[src/rtl/stack_if.sv]
// stack_if: bundles the command, stack-pointer, memory and response signals
// of the stack controller.
//   slave  - the stack controller. It accepts commands, owns the SP, drives the
//            memory request and produces responses.
//   master - the environment: the control unit plus the shared memory bus.
// clk and reset are not part of the bundle.
interface stack_if;
  logic        cmd_valid;
  logic        cmd_ready;
  logic [1:0]  cmd_op;
  logic [15:0] cmd_data;
  logic [15:0] cmd_pc;
  logic        sp_load;
  logic [15:0] sp_din;
  logic [15:0] sp_out;
  logic        mem_req;
  logic        mem_we;
  logic [15:0] mem_addr;
  logic [15:0] mem_wdata;
  logic [15:0] mem_rdata;
  logic        mem_ack;
  logic        rsp_valid;
  logic [15:0] rsp_data;
  logic        fault;
  logic [1:0]  fault_code;

  modport slave (
    input  cmd_valid, cmd_op, cmd_data, cmd_pc, sp_load, sp_din, mem_rdata, mem_ack,
    output cmd_ready, sp_out, mem_req, mem_we, mem_addr, mem_wdata,
           rsp_valid, rsp_data, fault, fault_code
  );

  modport master (
    output cmd_valid, cmd_op, cmd_data, cmd_pc, sp_load, sp_din, mem_rdata, mem_ack,
    input  cmd_ready, sp_out, mem_req, mem_we, mem_addr, mem_wdata,
           rsp_valid, rsp_data, fault, fault_code
  );
endinterface

[src/rtl/stack_ctrl.sv]
// stack_ctrl: owns the SRP16 stack pointer and turns PUSH/POP/CALL/RET
// commands into single memory transactions on a req/ack port.
// The stack grows downward: a push writes mem[SP-1] and then decrements SP,
// while a pop reads mem[SP] and then increments SP.
// Ports:
//   clk    - clock; all state updates on posedge
//   reset  - synchronous, active-high
//   bus    - stack_if.slave: command, SP load/readback, memory request and
//            response signals
// Optional build macro: STACK_GUARD_EN enables the overflow/underflow guard.
// Without it, fault and fault_code are tied to 0 and SP wraps freely.
//
// state | meaning
// IDLE  | ready for a command or an SP load
// MEM   | memory request outstanding, waiting for mem_ack
// RESP  | one-cycle rsp_valid pulse
module stack_ctrl #(
  parameter logic [15:0] SP_RESET    = 16'h0000,
  parameter int          STACK_DEPTH = 256
) (
  input  logic   clk,
  input  logic   reset,
  stack_if.slave bus
);

  if (STACK_DEPTH < 1 || STACK_DEPTH > 65536) begin : g_bad_depth
    $error("stack_ctrl: STACK_DEPTH out of range");
  end

  typedef enum logic [1:0] {IDLE, MEM, RESP} state_t;

  state_t      state;
  logic [15:0] sp;
  logic [15:0] mem_addr_q;
  logic [15:0] mem_wdata_q;
  logic [15:0] rsp_data_q;
  logic [15:0] rsp_hold;
  logic        mem_req_q;
  logic        mem_we_q;
  logic        rsp_valid_q;
  logic        is_write;

  // PUSH (00) and CALL (10) write the stack; POP (01) and RET (11) read it.
  assign is_write = ~bus.cmd_op[0];

`ifdef STACK_GUARD_EN
  logic [15:0] occupancy;
  logic        full;
  logic        empty;
  logic        fault_q;
  logic [1:0]  fault_code_q;

  // A loaded SP outside the stack range gives a large occupancy, so it is
  // seen as full and never as empty.
  assign occupancy = SP_RESET - sp;
  assign full      = int'({16'h0000, occupancy}) >= STACK_DEPTH;
  assign empty     = (sp == SP_RESET);

  assign bus.fault      = fault_q;
  assign bus.fault_code = fault_code_q;
`else
  assign bus.fault      = 1'b0;
  assign bus.fault_code = 2'b00;
`endif

  assign bus.cmd_ready = (state == IDLE) && !bus.sp_load;
  assign bus.sp_out    = sp;
  assign bus.mem_req   = mem_req_q;
  assign bus.mem_we    = mem_we_q;
  assign bus.mem_addr  = mem_addr_q;
  assign bus.mem_wdata = mem_wdata_q;
  assign bus.rsp_valid = rsp_valid_q;
  assign bus.rsp_data  = rsp_data_q;

  always_ff @(posedge clk) begin
    if (reset) begin
      state        <= IDLE;
      sp           <= SP_RESET;
      mem_req_q    <= 1'b0;
      mem_we_q     <= 1'b0;
      mem_addr_q   <= 16'h0000;
      mem_wdata_q  <= 16'h0000;
      rsp_valid_q  <= 1'b0;
      rsp_data_q   <= 16'h0000;
      rsp_hold     <= 16'h0000;
`ifdef STACK_GUARD_EN
      fault_q      <= 1'b0;
      fault_code_q <= 2'b00;
`endif
    end else begin
      case (state)
        IDLE: begin
          if (bus.sp_load) begin
            sp <= bus.sp_din;
          end else if (bus.cmd_valid) begin
`ifdef STACK_GUARD_EN
            if ((is_write && full) || (!is_write && empty)) begin
              // Rejected: no memory traffic, SP untouched.
              rsp_valid_q  <= 1'b1;
              rsp_data_q   <= 16'h0000;
              fault_q      <= 1'b1;
              fault_code_q <= is_write ? 2'b01 : 2'b10;
              state        <= RESP;
            end else
`endif
            begin
              mem_req_q   <= 1'b1;
              mem_we_q    <= is_write;
              mem_addr_q  <= is_write ? sp - 16'd1 : sp;
              mem_wdata_q <= is_write ? (bus.cmd_op[1] ? bus.cmd_pc : bus.cmd_data) : 16'h0000;
              // PUSH echoes its data, CALL reports its target; both are cmd_data.
              rsp_hold    <= bus.cmd_data;
              state       <= MEM;
            end
          end
        end
        MEM: begin
          if (bus.mem_ack) begin
            mem_req_q   <= 1'b0;
            mem_we_q    <= 1'b0;
            sp          <= mem_we_q ? sp - 16'd1 : sp + 16'd1;
            rsp_data_q  <= mem_we_q ? rsp_hold : bus.mem_rdata;
            rsp_valid_q <= 1'b1;
            state       <= RESP;
          end
        end
        RESP: begin
          rsp_valid_q  <= 1'b0;
`ifdef STACK_GUARD_EN
          fault_q      <= 1'b0;
          fault_code_q <= 2'b00;
`endif
          state        <= IDLE;
        end
        default: state <= IDLE;
      endcase
    end
  end

endmodule

[src/flat_wrapper.sv]
// flat-port wrapper written by rule: the top's interface ports become plain ports
module stack_ctrl_flat 
#(
  parameter logic [15:0] SP_RESET    = 16'h0000,
  parameter int          STACK_DEPTH = 256
)
  (clk, reset, bus_cmd_valid, bus_cmd_op, bus_cmd_data, bus_cmd_pc, bus_sp_load, bus_sp_din, bus_mem_rdata, bus_mem_ack, bus_cmd_ready, bus_sp_out, bus_mem_req, bus_mem_we, bus_mem_addr, bus_mem_wdata, bus_rsp_valid, bus_rsp_data, bus_fault, bus_fault_code);
  stack_if bus_i ();
  input  logic clk;
  input  logic reset;
  input wire logic [$bits(bus_i.cmd_valid)-1:0] bus_cmd_valid;
  input wire logic [$bits(bus_i.cmd_op)-1:0] bus_cmd_op;
  input wire logic [$bits(bus_i.cmd_data)-1:0] bus_cmd_data;
  input wire logic [$bits(bus_i.cmd_pc)-1:0] bus_cmd_pc;
  input wire logic [$bits(bus_i.sp_load)-1:0] bus_sp_load;
  input wire logic [$bits(bus_i.sp_din)-1:0] bus_sp_din;
  input wire logic [$bits(bus_i.mem_rdata)-1:0] bus_mem_rdata;
  input wire logic [$bits(bus_i.mem_ack)-1:0] bus_mem_ack;
  output wire logic [$bits(bus_i.cmd_ready)-1:0] bus_cmd_ready;
  output wire logic [$bits(bus_i.sp_out)-1:0] bus_sp_out;
  output wire logic [$bits(bus_i.mem_req)-1:0] bus_mem_req;
  output wire logic [$bits(bus_i.mem_we)-1:0] bus_mem_we;
  output wire logic [$bits(bus_i.mem_addr)-1:0] bus_mem_addr;
  output wire logic [$bits(bus_i.mem_wdata)-1:0] bus_mem_wdata;
  output wire logic [$bits(bus_i.rsp_valid)-1:0] bus_rsp_valid;
  output wire logic [$bits(bus_i.rsp_data)-1:0] bus_rsp_data;
  output wire logic [$bits(bus_i.fault)-1:0] bus_fault;
  output wire logic [$bits(bus_i.fault_code)-1:0] bus_fault_code;
  assign bus_i.cmd_valid = bus_cmd_valid;
  assign bus_i.cmd_op = bus_cmd_op;
  assign bus_i.cmd_data = bus_cmd_data;
  assign bus_i.cmd_pc = bus_cmd_pc;
  assign bus_i.sp_load = bus_sp_load;
  assign bus_i.sp_din = bus_sp_din;
  assign bus_i.mem_rdata = bus_mem_rdata;
  assign bus_i.mem_ack = bus_mem_ack;
  assign bus_cmd_ready = bus_i.cmd_ready;
  assign bus_sp_out = bus_i.sp_out;
  assign bus_mem_req = bus_i.mem_req;
  assign bus_mem_we = bus_i.mem_we;
  assign bus_mem_addr = bus_i.mem_addr;
  assign bus_mem_wdata = bus_i.mem_wdata;
  assign bus_rsp_valid = bus_i.rsp_valid;
  assign bus_rsp_data = bus_i.rsp_data;
  assign bus_fault = bus_i.fault;
  assign bus_fault_code = bus_i.fault_code;
  stack_ctrl #(.SP_RESET(SP_RESET), .STACK_DEPTH(STACK_DEPTH)) u_core (.clk(clk), .reset(reset), .bus(bus_i));
endmodule
[config.mk]
export PLATFORM = sky130hd
export DESIGN_NAME = stack_ctrl_flat
export DESIGN_NICKNAME = d
export VERILOG_FILES = /design/src/rtl/stack_if.sv /design/src/rtl/stack_ctrl.sv /design/src/flat_wrapper.sv
export SDC_FILE = /design/constraint.sdc
export NUM_CORES = 1
export LEC_CHECK = 0
export CORE_MARGIN = 2
export CORE_UTILIZATION = 47
export CTS_CLUSTER_SIZE = 28
export DETAILED_ROUTE_END_ITERATION = 10
export GPL_TIMING_DRIVEN = 0
export PLACE_DENSITY_LB_ADDON = 0.05
export SYNTH_ARGS = -nofsm -noshare
export SYNTH_HDL_FRONTEND = slang
export SYNTH_SLANG_ARGS = --single-unit
[constraint.sdc]
create_clock -name clk -period 3 [get_ports clk]
set_clock_uncertainty 0.2 [all_clocks]
set_input_delay 0.75 -clock clk [delete_from_list [all_inputs] [get_ports clk]]
set_output_delay 0.75 -clock clk [all_outputs]
set_load 0.005 [all_outputs]
---- Word level (Yosys, flattened, before mapping) ----
Cells that the tools add are included.
cells by class
  add/subtract/negate cells ............... 2
  equal/unequal tests ..................... 6
  multiplexer cells ....................... 21
  bitwise operators ....................... 2
  reduce and logical (&&, ||, !) cells .... 11
operator list
  kind                                                count
  2-to-1 mux 16 bit                                   7
  case mux 16 bit (2 select lines)                    1
  adder 16 x 1 -> 16 bit, second input constant       1
  subtractor 16 x 1 -> 16 bit, second input constant  1
  AND reduction 3 bit                                 3
  != test 2 bit, second input constant                4
  2-to-1 mux 1 bit                                    6
  2-to-1 mux 2 bit                                    3
  case mux 1 bit (2 select lines)                     3
  case mux 2 bit (2 select lines)                     1
  AND reduction 2 bit                                 2
  AND reduction 4 bit                                 1
  nonzero test 2 bit                                  2
  == test 2 x 1 -> 1 bit, second input constant       1
  == test 2 bit, second input constant                1
  logical NOT 2 bit                                   1
  NOT 1 bit                                           2
  logical AND 1 bit                                   1
  logical NOT 1 bit                                   1
storage, ports and cells
  register bits ........................... 85
  output and inout bits ................... 71
  word-level logic and storage cells ...... 51

---- Depth between registers and ports, before layout ----
Gate-level depths: netlist of run 1.
  depth after elaboration ................. 4
  mapped depth ............................ 8
  gate-level depth less buffers ........... 7

---- Worst setup path before layout of run 1 ----
No wires, ideal clock.
  kind .................................... in2reg
  from .................................... in reset
  to ...................................... reg u_core.sp[15] (netlist: u_core.bus.sp_out[15])
  library setup time ...................... 0.092 ns
  arrival ................................. 2.064 ns
  path slack .............................. 0.644 ns
  stages on the path ...................... 4
  path through ............................ clkdlybuf4s50_1 or3_1 o32a_1 o32ai_1
RTL lines
  item                  line                source
  from (decl)           flat_wrapper.sv:10  input logic reset;
  to (signal assigned)  stack_ctrl.sv:94    sp <= bus.sp_din;
  to (signal assigned)  stack_ctrl.sv:121   sp <= mem_we_q ? sp - 16'd1 : sp + 16'd1;
  to (decl)             stack_ctrl.sv:33    logic [15:0] sp;

---- Final worst setup path of run 1 ----
  from .................................... in bus_sp_load
  to ...................................... out bus_cmd_ready
on the way
  word-level cells in the longest chain between the ends .. 2
ends and longest elaborated chain
  item               line                source
  from (decl)        flat_wrapper.sv:15  input wire logic [$bits(bus_i.sp_load)-1:0] bus_sp_load;
  logical NOT 1 bit  stack_ctrl.sv:66    assign bus.cmd_ready = (state == IDLE) && !bus.sp_load;
  logical AND 1 bit  stack_ctrl.sv:66
  to (decl)          flat_wrapper.sv:19  output wire logic [$bits(bus_i.cmd_ready)-1:0] bus_cmd_ready;
No other way between the ends.

==> flow_metrics.env, run 1 <==
export IMPL_crit_path_cell_trace="dlygate4sd2_1 -> nor3_4 -> clkdlybuf4s50_1"
export IMPL_clk_path_buf_depth=2
export IMPL_routedWlPerCell_microns=17.47
export IMPL_worst_ep_required_time_ns=2.05
export IMPL_initial_utilization_pct=48.56
export IMPL_status="complete, no violations"
export IMPL_power_density_mw_per_mm2=448.3
export IMPL_slowest_delay_ns=0.57
export IMPL_cts_max_level=3
export IMPL_dp_final_hpwl_microns=11310
export IMPL_yosysTopAreaCell="dfxtp_1"
export IMPL_crit_fanout=5
export IMPL_grt_pass1_vias=4415
export IMPL_first_iter_violations=314
export IMPL_p_clk_share_pct=29.6
export IMPL_worst_slew_pin_slew_ns=0.8879
export IMPL_coreArea_sq_mm=0.009240
export IMPL_grt_max_degree=19
export IMPL_synth_area_leaders="dfxtp_1 38%, mux2i_1 7.4%, nor2_1 6.0%"
export IMPL_cts_tree="yes"
export IMPL_relSlewSlack_pct=40.31
export IMPL_total_power_uw=2794
export IMPL_antenna_found_initial=0
export IMPL_whs_ns=0.2645
export IMPL_yosys_warnings=0
export IMPL_arrival_ns=1.86
export IMPL_clock_sinks=85
export IMPL_synth_flop_cell="dfxtp_1"
export IMPL_cell_internal_pwr_uw=1882
export IMPL_setup_worst_path_start="bus_sp_load"
export IMPL_comb_power_share_pct=25.8
export IMPL_viasPerCell=5.568
export IMPL_drive_gt1_share_pct=6.347
export IMPL_synth_edf_count=0
export IMPL_worst_path_buf_inv=2
export IMPL_cts_resized=4
export IMPL_hold_violations=0
export IMPL_criticalPathCategory="primary input to output pin"
export IMPL_overflow=0
export IMPL_n_antenna_cell=0
export IMPL_setup_viol=0
export IMPL_globalplace_congestion=0.9176
export IMPL_crit_slowest_cell="clkdlybuf4s50_1"
export IMPL_synthCells=555
export IMPL_hp_start="u_core.rsp_hold[15]"
export IMPL_design_die_area_sq_mm=0.01034
export IMPL_numPortBuffers=136
export IMPL_totalWireLength_microns=14640
export IMPL_die_h_microns=101.7
export IMPL_worstSkewPairLatency_ns=0.37
export IMPL_grt_util_all_layers_pct=28.47
export IMPL_rsz0062_at_grt="no"
export IMPL_syn2layout_area_growth_pct=38.90
export IMPL_cts_root_buf="clkbuf_8"
export IMPL_ir_drop_mv=0.2553
export IMPL_row_count=35
export IMPL_dr_pass1_iters=5
export IMPL_fin_nets=777
export IMPL_route_detailed_drc=0
export IMPL_synth_area_per_cell_sq_um=8.084
export IMPL_n_fill_cell=818
export IMPL_postCtsSetupBuffers=0
export IMPL_startpoint_type="primary input"
export IMPL_power_frac_seq_pct=44.6
export IMPL_fmax_mhz=355.8
export IMPL_cts_clk_slew_worst_paths_ns=0.10
export IMPL_async_reset_ff_share_pct=0
export IMPL_finalMaxSlewViolations=0
export IMPL_cts_inserted_buffers=9
export IMPL_endpoint_kind="output pin"
export IMPL_worstReg2RegStart="u_core.bus.sp_out[3]"
export IMPL_grt_pass1_wl_microns=22660
export IMPL_syn_area_sq_mm=0.004487
export IMPL_p_sw_uw=911.9
export IMPL_synth_seq_cells=85
export IMPL_synth_cell_types=66
export IMPL_num_io_pins=142
export IMPL_sw_frac_of_total_pct=32.63
export IMPL_period_share_pct=93.69
export IMPL_worstHoldPathType="flop to flop"
export IMPL_ctsHoldBuffers=0
export IMPL_vias=4666
export IMPL_fin_crit_ns=2.811
export IMPL_yosysTopAreaCellShare_pct=37.93
export IMPL_detail_route_antenna_nets=0
export IMPL_drv_cap=0
export IMPL_ys_seq_area_share_pct=37.93
export IMPL_dieWidth_microns=101.7
export IMPL_cellLeakagePower_uw=0.002187
export IMPL_cpLargestDelayFamily="buffers and inverters"
## flip-flops by register name, summed over array words and instances, names as in the netlist
register	flops
u_core.bus.mem_addr	16
u_core.bus.mem_wdata	16
u_core.bus.rsp_data	16
u_core.bus.sp_out	16
u_core.rsp_hold	16
u_core.state	2
u_core.bus.mem_req	1
u_core.bus.mem_we	1
u_core.bus.rsp_valid	1
## metrics by stage
| step | setup WS, ns | std cells | util, % | instance area, sq um | setup TNS (ns) |
|---|---|---|---|---|---|
| after global placement | -0.5674 | 822 | 65.12 | 6017 | -8.203 |
| after detailed placement | -0.5282 | 822 | 65.12 | 6017 | -7.548 |
| after CTS | 0.06337 | 838 | 67.43 | 6231 | 0 |
| after global routing | 0.1161 | 838 | 67.45 | 6232 | 0 |
| final | 0.1893 | 838 | 67.45 | 6232 | 0 |
| after floorplan | 0.6440 | 557 | - | 4494 | 0 |
## cells in the mapped netlist, types with 7 or more instances
| cell | count |
|---|---|
| a21oi_1 | 49 |
| buf_1 | 7 |
| nand2_1 | 64 |
| a211oi_1 | 31 |
| nor4_1 | 9 |
| dfxtp_1 | 85 |
| o21ai_0 | 10 |
| nor2_1 | 72 |
| mux2i_1 | 33 |
| xnor2_1 | 17 |
| clkbuf_1 | 34 |
| inv_1 | 7 |
| nor3_1 | 27 |
## power by group through the flow
| stage | clock (uW) | sequential (uW) | combinational, uW |
|---|---|---|---|
| after floorplan | 0 | 1260 | 395 |
| after global placement | 0 | 1270 | 699 |
| after detailed placement | 0 | 1270 | 708 |
| after CTS | 829 | 1250 | 714 |
| after global routing | 878 | 1250 | 788 |
| final | 827 | 1250 | 721 |
## cells by family (layout without fill, tap and decap cells)
logic type                 Yosys count  count (layout)  synth area share, %
and+or+nand+nor                    225             225                24.48
other                                1               3              0.08358
xor gates and xnor gates            20              20                3.904
buffers and inverters               60             212                6.497
DFF                                 85              85                37.93
adders and majority gates            2               2               0.5576
AOI/OAI and AO/OA                  128             128                18.94
muxes                               34              34                7.613
## placed cells by master (no fill, tap or decap), types with 3 or more instances in the layout
cell	n
nand4_1	5
inv_8	3
clkbuf_1	33
conb_1	3
o31ai_1	5
clkdlybuf4s50_1	136
buf_2	3
nor2_1	72
nor3_1	26
and2_1	5
inv_1	7
buf_1	7
buf_4	3
xnor2_1	17
nor3b_1	3
clkbuf_8	12
a22oi_1	5
nor4_1	9
nor2b_1	6
and3_1	3
mux2i_1	33
nand3b_1	3
a21o_1	3
nand3_1	4
a211oi_1	31
a31oi_1	3
nand2_1	64
nand2b_1	4
xor2_1	3
o21ai_0	10
a21oi_1	48
dfxtp_1	85
## final cells by class
type                       count  area (sq um)  share of cell area, %
clock buffer                   9         123.9                  1.988
inverter                       7         26.28                 0.4216
tap                          129         161.4                  2.590
multi-input combinational    412          2516                  40.37
sequential                    85          1702                  27.30
clock inverter                 7         76.32                  1.225
buffer                        53         266.5                  4.276
timing repair buffer         136          1360                  21.82
## path summary, 6_finish.rpt
path	endpoint	slack, ns	cells after the start
worst min-delay path	u_core.rsp_hold[15]	0.26	2
worst max register to register	u_core.bus.sp_out[13]	0.42	6
worst max-delay path	bus_cmd_ready	0.19	3
worst min register to register	u_core.rsp_hold[15]	0.26	2
## layer usage
metal  track usage [%]  routed length [microns]  up-vias
met1             41.18                     6871     2207
met3             4.831                     1015       22
met2             42.66                     6503      178
met5                 0                        0        -
met4             10.08                      247        0
li1                  -                        -     2259
## worst reg2reg max path: stages (launching register included)
cell and delay, ns:
dfxtp_1 0.34, buf_2 0.18, nor4_2 0.78, nand4_1 0.30, o32ai_1 0.29, mux2_2 0.38
o21ai_0 0.06
Note: power is estimated with default switching activity, not from simulation.
==> run 2: changes to the inputs <==
--- a/config.mk
+++ b/config.mk
@@ -6,7 +6,7 @@
 export NUM_CORES = 1
 export LEC_CHECK = 0
 export CORE_MARGIN = 2
-export CORE_UTILIZATION = 47
+export CORE_UTILIZATION = 51
 export CTS_CLUSTER_SIZE = 28
 export DETAILED_ROUTE_END_ITERATION = 10
 export GPL_TIMING_DRIVEN = 0
==> constraint.sdc (replaced) <==
create_clock -name clk -period 3.5 [get_ports clk]
set_clock_uncertainty 0.2 [all_clocks]
set_input_delay 0.875 -clock clk [delete_from_list [all_inputs] [get_ports clk]]
set_output_delay 0.875 -clock clk [all_outputs]
set_load 0.005 [all_outputs]
==> run 2 against run 1 <==
Against the previous run: hold slack gained 0.0045 ns; critical path type unchanged; clock power shrank 14%; highest routed layer unchanged; cell count shrank 2.5%; non-clock buffer count is the same; final area shrank 0.58%.
==> flow_metrics.env, run 2 (synthesis gave the netlist of run 1 again) <==
export IMPL_grt_max_degree=19
export IMPL_initial_utilization_pct=51.96
export IMPL_period_share_pct=96.12
export IMPL_worstHoldPathType="flop to flop"
export IMPL_n_antenna_cell=0
export IMPL_routedWlPerCell_microns=18.34
export IMPL_row_count=34
export IMPL_syn2layout_area_growth_pct=38.09
export IMPL_cts_root_buf="clkbuf_8"
export IMPL_status="complete, no violations"
export IMPL_rsz0062_at_grt="no"
export IMPL_design_die_area_sq_mm=0.009564
export IMPL_detail_route_antenna_nets=0
export IMPL_hold_violations=0
export IMPL_antenna_found_initial=0
export IMPL_power_frac_seq_pct=44.6
export IMPL_grt_pass1_vias=4651
export IMPL_worstSkewPairLatency_ns=0.37
export IMPL_power_density_mw_per_mm2=387.3
export IMPL_multiInputGateArea_sq_mm=0.002506
export IMPL_cellLeakagePower_uw=0.002183
export IMPL_dp_final_hpwl_microns=11560
export IMPL_die_h_microns=97.80
export IMPL_cts_tree="yes"
export IMPL_cts_inserted_buffers=9
export IMPL_totalWireLength_microns=14980
export IMPL_final_common_cell="clkdlybuf4s50_1"
export IMPL_seq_area_sq_mm=0.001702
export IMPL_worst_ep_required_time_ns=2.42
export IMPL_n_fill_cell=686
export IMPL_fin_crit_ns=3.364
export IMPL_final_cell_mix="137 x clkdlybuf4s50_1, 85 x dfxtp_1, 72 x nor2_1, 64 x nand2_1, 49 x a21oi_1"
export IMPL_cts_max_level=3
export IMPL_route_detailed_drc=0
export IMPL_drive_gt1_share_pct=6.065
export IMPL_ctsHoldBuffers=0
export IMPL_dieWidth_microns=97.80
export IMPL_comb_power_share_pct=25.9
export IMPL_cell_internal_pwr_uw=1613
export IMPL_post_route_util_pct=71.75
export IMPL_drv_cap=0
export IMPL_whs_ns=0.2689
export IMPL_setup_viol=0
export IMPL_startpoint_type="primary input"
export IMPL_finalMaxSlewViolations=0
export IMPL_cts_clk_slew_worst_paths_ns=0.10
export IMPL_p_sw_uw=787.3
export IMPL_grt_util_all_layers_pct=31.15
export IMPL_crit_fanout=5
export IMPL_relSlewSlack_pct=43.60
export IMPL_vias=4773
export IMPL_coreArea_sq_mm=0.008636
export IMPL_endpoint_kind="output pin"
export IMPL_dr_pass1_iters=5
export IMPL_overflow=0
export IMPL_first_iter_violations=250
export IMPL_globalplace_congestion=0.9145
export IMPL_clock_sinks=85
export IMPL_worst_slew_pin_slew_ns=0.8391
export IMPL_fmax_mhz=297.2
export IMPL_clk_path_buf_depth=2
export IMPL_viasPerCell=5.842
export IMPL_ir_drop_mv=0.2840
export IMPL_fin_nets=777
export IMPL_num_io_pins=142
export IMPL_p_clk_share_pct=29.5
export IMPL_criticalPathCategory="primary input to output pin"
export IMPL_arrival_ns=2.29
export IMPL_numPortBuffers=136
export IMPL_sw_frac_of_total_pct=32.80
export IMPL_grt_pass1_wl_microns=23800
==> run 2: cell types whose count changed in the layout (fill, tap and decap cells not counted) <==
cell             previous run  this run
a21oi_1                    48        49
nor3_2                      0         1
nor3_4                      1         0
dlygate4sd2_1               1         0
clkdlybuf4s50_1           136       137
clkbuf_1                   33        34
clkbuf_2                    1         0
a21oi_2                     1         0
==> run 2: worst max-delay path, stage by stage <==
cell and delay, ns:
clkdlybuf4s50_1 0.53, nor3_2 0.31, clkdlybuf4s50_1 0.57
==> run 2: area by class of cell <==
class                      instances  share of cell area (%)
multi-input combinational        412                   40.45
sequential                        85                   27.46
timing repair buffer             136                   21.97
buffer                            53                   4.281
tap                              108                   2.181
clock buffer                       9                   1.999
clock inverter                     7                   1.232
inverter                           7                  0.4241
==> run 2: per-stage QoR <==
stage	std cells	cell area (sq um)	power, uW	setup TNS, ns	worst slack (ns)
CTS	817	6196	2400	0	0.1479
global route	817	6196	2503	0	0.08113
detailed placement	801	5991	1701	-0.1784	-0.09667
global placement	801	5991	1689	-0.1731	-0.06909
floorplan	557	4494	1421	0	1.019
finish	817	6196	2400	0	0.1358
==> run 2: path summary, 6_finish.rpt <==
kind	start	endpoint	slack, ns	cells past startpoint
setup reg to reg	u_core.state[0]	u_core.bus.sp_out[6]	0.72	6
setup / recovery	bus_sp_load	bus_cmd_ready	0.14	3
hold reg to reg	u_core.rsp_hold[6]	u_core.rsp_hold[6]	0.27	2
hold / removal	u_core.rsp_hold[6]	u_core.rsp_hold[6]	0.27	2
==> run 2: timing repair <==
item	CTS	global route
buffers inserted	0	0
setup endpoints to repair	1	0
gates resized for setup	1	0
==> run 2: routing by layer <==
layer	wire length [microns]	share of wire [%]	vias to the layer above	track usage, %
met3	1228	8.2	30	5.583
li1	-	-	2267	-
met5	0	0	-	0
met4	347	2.3	0	11.11
met1	6631	44	2252	43.48
met2	6773	45	224	48.75
==> run 2: power groups by stage <==
stage	combinational (uW)	clock [uW]	sequential (uW)
after floorplan	339	0	1080
after global placement	601	0	1090
after detailed placement	610	0	1090
after CTS	616	715	1070
after global routing	674	753	1080
final	622	708	1070
